==> src/rtl/mem_arbiter.sv <==
// mem_arbiter: shares one slow 128-bit memory between an instruction-side and
// a data-side cache requester. A three-state FSM owns the memory for one
// transaction at a time, latches the winning request on entry, holds it until
// mem_ready, then drops back to IDLE for at least one cycle.
module mem_arbiter #(
    parameter int ARB_MODE = 0,   // 0: round-robin on ties, 1: D-side always wins ties
    parameter int CNT_W    = 16   // width of the completed-transaction counters
) (
    input  logic              clk,
    input  logic              rst_n,

    input  logic              read_I,
    input  logic              write_I,
    input  logic [31:4]       addr_I,
    input  logic [127:0]      wdata_I,
    output logic [127:0]      rdata_I,
    output logic              ready_I,

    input  logic              read_D,
    input  logic              write_D,
    input  logic [31:4]       addr_D,
    input  logic [127:0]      wdata_D,
    output logic [127:0]      rdata_D,
    output logic              ready_D,

    output logic              mem_read,
    output logic              mem_write,
    output logic [31:4]       mem_addr,
    output logic [127:0]      mem_wdata,
    input  logic [127:0]      mem_rdata,
    input  logic              mem_ready,

    output logic              grant_I,
    output logic              grant_D,
    output logic [CNT_W-1:0]  cnt_I,
    output logic [CNT_W-1:0]  cnt_D
);

    typedef enum logic [1:0] {
        IDLE   = 2'd0,
        BUSY_I = 2'd1,
        BUSY_D = 2'd2
    } state_t;

    // Encoding of the last-served port used for round-robin tie breaking.
    localparam logic GRANT_I = 1'b0;
    localparam logic GRANT_D = 1'b1;

    state_t state_r;
    logic   last_grant_r;
    logic   pend_i_s;
    logic   pend_d_s;
    logic   pick_d_s;

    // Counters stick at all-ones so a long-running system never reports a
    // misleadingly small transaction count after wrap-around.
    function automatic logic [CNT_W-1:0] sat_inc(input logic [CNT_W-1:0] v);
        if (v == {CNT_W{1'b1}}) begin
            return v;
        end else begin
            return v + {{(CNT_W-1){1'b0}}, 1'b1};
        end
    endfunction

    // Decide which pending port would win if the FSM is idle this cycle.
    always_comb begin
        pend_i_s = read_I | write_I;
        pend_d_s = read_D | write_D;
        pick_d_s = 1'b0;
        if (pend_d_s && !pend_i_s) begin
            pick_d_s = 1'b1;
        end else if (pend_d_s && pend_i_s) begin
            if (ARB_MODE == 32'sd1) begin
                pick_d_s = 1'b1;
            end else begin
                // Serve whichever port did not get the previous transaction.
                pick_d_s = (last_grant_r == GRANT_I);
            end
        end else begin
            pick_d_s = 1'b0;
        end
    end

    // Arbitration FSM; memory command, address, data and counters are all
    // registered here so they stay frozen for the whole BUSY period.
    always_ff @(posedge clk or negedge rst_n) begin
        if (!rst_n) begin
            state_r      <= IDLE;
            last_grant_r <= GRANT_I;
            mem_read     <= 1'b0;
            mem_write    <= 1'b0;
            mem_addr     <= 28'd0;
            mem_wdata    <= 128'd0;
            cnt_I        <= {CNT_W{1'b0}};
            cnt_D        <= {CNT_W{1'b0}};
        end else begin
            case (state_r)
                IDLE: begin
                    // mem_ready seen here is stray and deliberately ignored.
                    if (pend_i_s || pend_d_s) begin
                        if (pick_d_s) begin
                            state_r   <= BUSY_D;
                            mem_addr  <= addr_D;
                            mem_wdata <= wdata_D;
                            mem_write <= write_D;
                            mem_read  <= read_D & ~write_D;
                        end else begin
                            state_r   <= BUSY_I;
                            mem_addr  <= addr_I;
                            mem_wdata <= wdata_I;
                            mem_write <= write_I;
                            mem_read  <= read_I & ~write_I;
                        end
                    end else begin
                        state_r <= IDLE;
                    end
                end
                BUSY_I: begin
                    if (mem_ready) begin
                        state_r      <= IDLE;
                        mem_read     <= 1'b0;
                        mem_write    <= 1'b0;
                        last_grant_r <= GRANT_I;
                        cnt_I        <= sat_inc(cnt_I);
                    end else begin
                        state_r <= BUSY_I;
                    end
                end
                BUSY_D: begin
                    if (mem_ready) begin
                        state_r      <= IDLE;
                        mem_read     <= 1'b0;
                        mem_write    <= 1'b0;
                        last_grant_r <= GRANT_D;
                        cnt_D        <= sat_inc(cnt_D);
                    end else begin
                        state_r <= BUSY_D;
                    end
                end
                default: begin
                    state_r   <= IDLE;
                    mem_read  <= 1'b0;
                    mem_write <= 1'b0;
                end
            endcase
        end
    end

    // Ready is combinational so the requester sees the response in the same
    // cycle the memory delivers it; read data is a straight pass-through.
    assign ready_I = mem_ready && (state_r == BUSY_I);
    assign ready_D = mem_ready && (state_r == BUSY_D);
    assign rdata_I = mem_rdata;
    assign rdata_D = mem_rdata;
    assign grant_I = (state_r == BUSY_I);
    assign grant_D = (state_r == BUSY_D);

endmodule

==> config.mk <==
export PLATFORM = sky130hd
export DESIGN_NAME = mem_arbiter
export DESIGN_NICKNAME = d
export VERILOG_FILES = /design/src/rtl/mem_arbiter.sv
export SDC_FILE = /design/constraint.sdc
export NUM_CORES = 1
export LEC_CHECK = 0
export CAP_MARGIN = 40
export CORE_AREA = 2 2 346 348
export DETAILED_ROUTE_END_ITERATION = 10
export DIE_AREA = 0 0 348 350
export SYNTH_ARGS = -nofsm -noshare
export SYNTH_HDL_FRONTEND = slang
export SYNTH_SLANG_ARGS = --single-unit
==> constraint.sdc <==
create_clock -name clk -period 4.3 [get_ports clk]
set_clock_uncertainty 0.05 [all_clocks]
set_input_delay 0.86 -clock clk [delete_from_list [all_inputs] [get_ports clk]]
set_output_delay 0.86 -clock clk [all_outputs]
set_load 0.02 [all_outputs]
# Yosys cells after proc, flatten, opt, wreduce, memory -nomap -nowiden
# Index checks and enable logic that the tools add are counted.
[classes]
n_addsub = 2
eq_ne = 8
n_mux = 18
bitwise = 9
n_reduce_logical = 14
[ops]
columns = ["operator", "count"]
rows = [
  ["128-bit 2-to-1 mux", 1],
  ["16-bit by 1-bit adder with 16-bit output (second input constant)", 2],
  ["16-bit == test (second input constant)", 2],
  ["28-bit 2-to-1 mux", 1],
  ["1-bit 2-to-1 mux", 9],
  ["3-bit AND reduction", 3],
  ["2-bit 2-to-1 mux", 3],
  ["2-bit != test (second input constant)", 3],
  ["1-bit case mux with 2 select lines", 3],
  ["2-bit case mux with 3 select lines", 1],
  ["1-bit inverter", 5],
  ["1-bit logical AND", 4],
  ["2-bit AND reduction", 2],
  ["1-bit AND", 2],
  ["2-bit by 1-bit == test with 1-bit output (second input constant)", 1],
  ["2-bit == test (second input constant)", 1],
  ["2-bit zero test", 1],
  ["2-bit by 1-bit != test with 1-bit output (second input constant)", 1],
  ["1-bit bitwise OR", 2],
  ["2-bit nonzero test", 1],
  ["2-bit OR reduction", 1],
  ["1-bit zero test", 1],
  ["1-bit logical OR", 1],
]
[totals]
register_bits = 193
inputBits = 447
out_inout_bits = 450
word_cells = 59

# Longest topological paths before layout
[depth]
ltp_word = 7
ltp_mapped = 9
ltp_nobuf = 8

# Worst setup path before layout
# No wires, ideal clock.
[synth_timing]
path_kind = "input -> register"
from = "input port write_D"
to = "register mem_wdata[87]"
setup_ns = 0.128
t_arrival_ns = 1.957
t_required_ns = 4.122
setup_slack_ns = 2.165
path_stages = 7
cell_sequence = "nor4_1 nand2b_1 buf_2 buf_4 buf_4 buf_2 o21ai_0"
[synth_via]
elab_chain_cells = 5
[synth_lines]
columns = ["item", "line_no", "rtl"]
rows = [
  ["start: declaration", "20", "input logic write_D,"],
  ["1-bit bitwise OR *", "68", "pend_d_s = read_D | write_D;"],
  ["1-bit logical AND", "72", "end else if (pend_d_s && pend_i_s) begin"],
  ["1-bit 2-to-1 mux", "72", ""],
  ["1-bit 2-to-1 mux", "70", "if (pend_d_s && !pend_i_s) begin"],
  ["128-bit 2-to-1 mux", "101", "if (pick_d_s) begin"],
  ["end signal: assignment", "104", "mem_wdata <= wdata_D;"],
  ["end signal: assignment", "110", "mem_wdata <= wdata_I;"],
  ["end: declaration", "29", "output logic [127:0] mem_wdata,"],
]
# Every way passes the cells marked *; elsewhere a longest branch is shown, timed or not.
# A chain may end at the register's enable or synchronous reset.

# Worst setup path in the final report
[layout_timing]
from = "input port mem_ready"
to = "output port ready_D"
[layout_via]
elab_chain_cells = 1
[layout_lines]
columns = ["item", "line_no", "rtl"]
rows = [
  ["start: declaration", "31", "input logic mem_ready,"],
  ["1-bit logical AND", "152", "assign ready_D = mem_ready && (state_r == BUSY_D);"],
  ["end: declaration", "24", "output logic ready_D,"],
]
# Every way passes these cells.

==> out/results.md <==
| Metric | Reported | Unit |
| --- | --- | --- |
| Clock tree buffer depth | 2 | - |
| Achievable frequency | 309.1 | MHz |
| Maximum number of pins on one net before global-route repair | 111 | - |
| Async S/R FF share, synth | 100.0 | % |
| Post-CTS setup buffers | 0 | - |
| Setup WS pre-CTS | 0.9603 | ns |
| Worst-case setup margin in the final layout | 1.065 | ns |
| Die height | 350 | µm |
| Slowest cell on the critical path | sky130_fd_sc_hd__clkdlybuf4s50_1 | - |
| Category of the worst setup path capture point | output pin | - |
| Placed wire-length estimate after detailed placement | 48.75 | mm |
| Type of element launching the critical path | primary input | - |
| Post-synth top flop | sky130_fd_sc_hd__dfrtp_1 | - |
| Register area share after synthesis | 44.48 | % |
| Root Driver | sky130_fd_sc_hd__clkbuf_16 | - |
| Fin crit period | 3.235 | ns |
| Number of global-route vias before repair | 8709 | - |
| Cell seen most often among critical-path stages | sky130_fd_sc_hd__clkdlybuf4s50_1 | - |
| Total routing usage reported by global routing | 9.415 | % |
| Final Setup Violations | 0 | - |
| Max-Slew Margin vs Limit | 53.04 | % |
| Clock Sinks | 193 | - |
| Max_cap viols | 0 | - |
| Worst Max-Slew Pin Slew | 0.7044 | ns |
| Post-synthesis cell count | 1114 | - |
| Critical path peak fanout | 4 | - |
| Count of flip-flops with a built-in enable after synthesis | 0 | - |
| Cell accounting for the most synthesized area | sky130_fd_sc_hd__dfrtp_1 | - |
| Sequence of cells on the critical path | clkdlybuf4s50_1, nand2_1, inv_1, clkdlybuf4s50_1 | - |
| Yosys warning total | 0 | - |
| Ratio of cells with drive above 1 in the final layout | 6.074 | % |
| Required @ worst endpoint | 3.39 | ns |
| Clock latency at the later pin of the worst-skew pair | 0.53 | ns |
| Gp weighted congestion | 0.8103 | - |
| Die Span X | 348 | µm |
| Synthesized area | 0.01086 | mm² |
| Synth cell types | 33 | - |
| Initial cell density of the core | 9.220 | % |
| Clk slew on worst S/H paths | 0.10 | ns |
| Final-layout setup total negative slack | 0 | ns |
| Clock buffers created by TritonCTS | 17 | - |
| CTS resizes | 0 | - |
| Non-filler cells in the finished layout | 2923 | - |
| Drt total wl | 57.75 | mm |
| Placement Rows | 126 | - |
| Wire length per cell | 19.76 | µm |
| Number of hold-slack violations in the final timing report | 0 | - |
| # IOs | 897 | - |
| Number of placed instances with taps included | 2887 | - |
| RSZ-0062 raised after global routing | no | - |
| Area growth syn-to-layout | 54.46 | % |
| TritonCTS clock tree | yes | - |
| Worst Path Arrival | 2.33 | ns |
| Die ar. | 0.1218 | mm² |
| Wire length of the first global-routing pass | 76.27 | mm |
| Pre-antenna DRT Iters | 6 | - |
| Portion of synthesized cell area occupied by the leading cell type | 44.48 | % |
| Remaining design rule violation count | 0 | - |
| Power Density | 634.8 | mW/mm² |
| Via count | 8619 | - |
| Antenna violation net count after detailed routing | 0 | - |
| Synth Net Count | 1567 | - |
| Max Transition Viols Final | 0 | - |
| Mean post-synth cell area | 9.747 | µm² |
| Top post-synthesis cells by area | sky130_fd_sc_hd__dfrtp_1 (44%), sky130_fd_sc_hd__buf_4 (18%), sky130_fd_sc_hd__mux2i_1 (14%) | - |
| Number of nets at the end of the flow | 1823 | - |
| Post-detailed-placement cell area | 0.01613 | mm² |
| Number of antenna violations at the first check in global routing | 29 | - |
| Global route total overflow | 0 | - |
| Floorplan Core Area | 0.1178 | mm² |
| Fin crit share | 75.23 | % |
| Hold-fix buffers, CTS | 0 | - |
| Summed area of non-filler cells in the final layout | 0.01677 | mm² |
| Worst hold-check path type | in2async | - |
| Outcome | completed | - |
| Total leakage power | 6.634 | nW |
| Count of buffers from port buffering | 512 | - |
| Number of inserted filler cells in the final layout | 13280 | - |
| Max stage delay on crit path | 0.61 | ns |
| H-tree levels | 4 | - |
| Number of storage elements in the synthesis netlist | 193 | - |
| Via density | 2.949 | - |
| Max VDD drop | 0.0003421 | V |
| Count of routing violations after the opening detailed-route iteration | 342 | - |
| Type of the worst setup path | in2out | - |
==> path summary, 6_finish.rpt <==
kind                                               start                        to  slack [ns]  cells past startpoint
worst max-delay path                           mem_ready                   ready_D        1.06                      4
worst min-delay path                               rst_n   mem_addr[4]$_DFFE_PN0P_        0.26                      1
worst max register to register      state_r[0]$_DFF_PN0_     cnt_D[14]$_DFFE_PN0P_        2.07                      7
worst min register to register  mem_addr[25]$_DFFE_PN0P_  mem_addr[25]$_DFFE_PN0P_        0.43                      2
max in group asynchronous                          rst_n  mem_wdata[4]$_DFFE_PN0P_        3.00                      2
min in group clk                mem_addr[25]$_DFFE_PN0P_  mem_addr[25]$_DFFE_PN0P_        0.43                      2
==> worst max-delay path, delay by kind of cell <==
family                 cells  cell delay [ns]
buffers and inverters      3             1.26
AND/OR/NAND/NOR            1             0.21
==> cells by family (layout without fill, tap and decap cells) <==
family	count (synthesis)	count (layout)	synth area share [%]
buffers and inverters	324	593	20.58
and+or+nand+nor	236	236	9.299
DFF	193	193	44.48
AOI/OAI and AO/OA	169	169	8.009
muxes	162	162	15.00
xor gates and xnor gates	24	24	1.936
adders and majority gates	6	6	0.6914
other	0	4	0
==> Yosys cell counts, types with 2 or more instances <==
| master | n |
|---|---|
| sky130_fd_sc_hd__buf_4 | 260 |
| sky130_fd_sc_hd__mux2i_1 | 156 |
| sky130_fd_sc_hd__nand4_1 | 11 |
| sky130_fd_sc_hd__nand2b_1 | 4 |
| sky130_fd_sc_hd__dfrtp_1 | 193 |
| sky130_fd_sc_hd__mux2_2 | 6 |
| sky130_fd_sc_hd__nand3_1 | 12 |
| sky130_fd_sc_hd__or2_2 | 4 |
| sky130_fd_sc_hd__and3_1 | 2 |
| sky130_fd_sc_hd__buf_2 | 34 |
| sky130_fd_sc_hd__nor4_2 | 2 |
| sky130_fd_sc_hd__nor2_1 | 16 |
| sky130_fd_sc_hd__clkbuf_1 | 15 |
| sky130_fd_sc_hd__a21oi_1 | 3 |
| sky130_fd_sc_hd__nor4_1 | 2 |
| sky130_fd_sc_hd__nor3_1 | 6 |
| sky130_fd_sc_hd__xor2_1 | 11 |
| sky130_fd_sc_hd__ha_1 | 6 |
| sky130_fd_sc_hd__inv_1 | 15 |
| sky130_fd_sc_hd__xnor2_1 | 13 |
| sky130_fd_sc_hd__o21ai_0 | 159 |
| sky130_fd_sc_hd__o21a_1 | 3 |
| sky130_fd_sc_hd__nand2_1 | 171 |
==> routing by layer <==
| metal | vias up | wire (µm) | global-route usage, % |
|---|---|---|---|
| met3 | 139 | 7522 | 5.767 |
| li1 | 3986 | - | - |
| met4 | 6 | 1863 | 3.472 |
| met1 | 3972 | 25230 | 11.82 |
| met5 | - | 46 | 0 |
| met2 | 516 | 23090 | 12.91 |
==> state kept, by name, summed over array words and instances, names as in the netlist <==
| register | flops |
|---|---|
| mem_read | 1 |
| mem_wdata | 128 |
| last_grant_r | 1 |
| mem_addr | 28 |
| state_r | 2 |
| cnt_D | 16 |
| mem_write | 1 |
| cnt_I | 16 |
==> stage by stage <==
| stage | total power [mW] | hold WS [ns] | util, % |
|---|---|---|---|
| after global placement | 8.899 | 0.4109 | 13.69 |
| after floorplan | 6.143 | 0.4264 | - |
| after global routing | 11.43 | 0.2594 | 14.23 |
| after CTS | 10.93 | 0.2469 | 14.23 |
| after detailed placement | 8.952 | 0.4187 | 13.69 |
| final | 10.65 | 0.2607 | 14.24 |
==> area by class of cell <==
| type | count | area, µm² | area share (%) |
|---|---|---|---|
| clock buffers | 18 | 439.2 | 2.619 |
| clock inverters | 14 | 195.2 | 1.164 |
| multi-input cells | 597 | 3809 | 22.71 |
| repair buffers | 546 | 5510 | 32.86 |
| well taps | 1536 | 1922 | 11.46 |
| inverters | 15 | 56.30 | 0.3357 |
| diodes | 4 | 10.01 | 0.05968 |
| flip-flops and latches | 193 | 4830 | 28.80 |
==> cell usage in the layout (no fill, tap or decap), drive strengths merged, types with 3 or more instances in the layout <==
master         Yosys  layout
nor3               7       7
mux2               6       6
xnor2             13      13
clkinv             0       3
o21a               3       3
inv               15      21
nand4             11      11
nand2            171     171
clkbuf            15      18
xor2              11      11
a21oi              3       3
nor2              16      16
o21ai            159     159
buf              294      35
ha                 6       6
nand3             12      12
clkdlybuf4s50      0     511
diode              0       4
bufinv             0       3
or2                5       5
nand2b             4       4
mux2i            156     156
dfrtp            193     193
nor4               4       4
==> report_power, final <==
| group | internal, mW | leakage [nW] | switching, mW |
|---|---|---|---|
| combinational | 2.51 | 3.94 | 3.11 |
| clock | 0.953 | 0.306 | 0.922 |
| sequential | 2.63 | 2.38 | 0.529 |
Note: power is estimated with default switching activity, not from simulation.
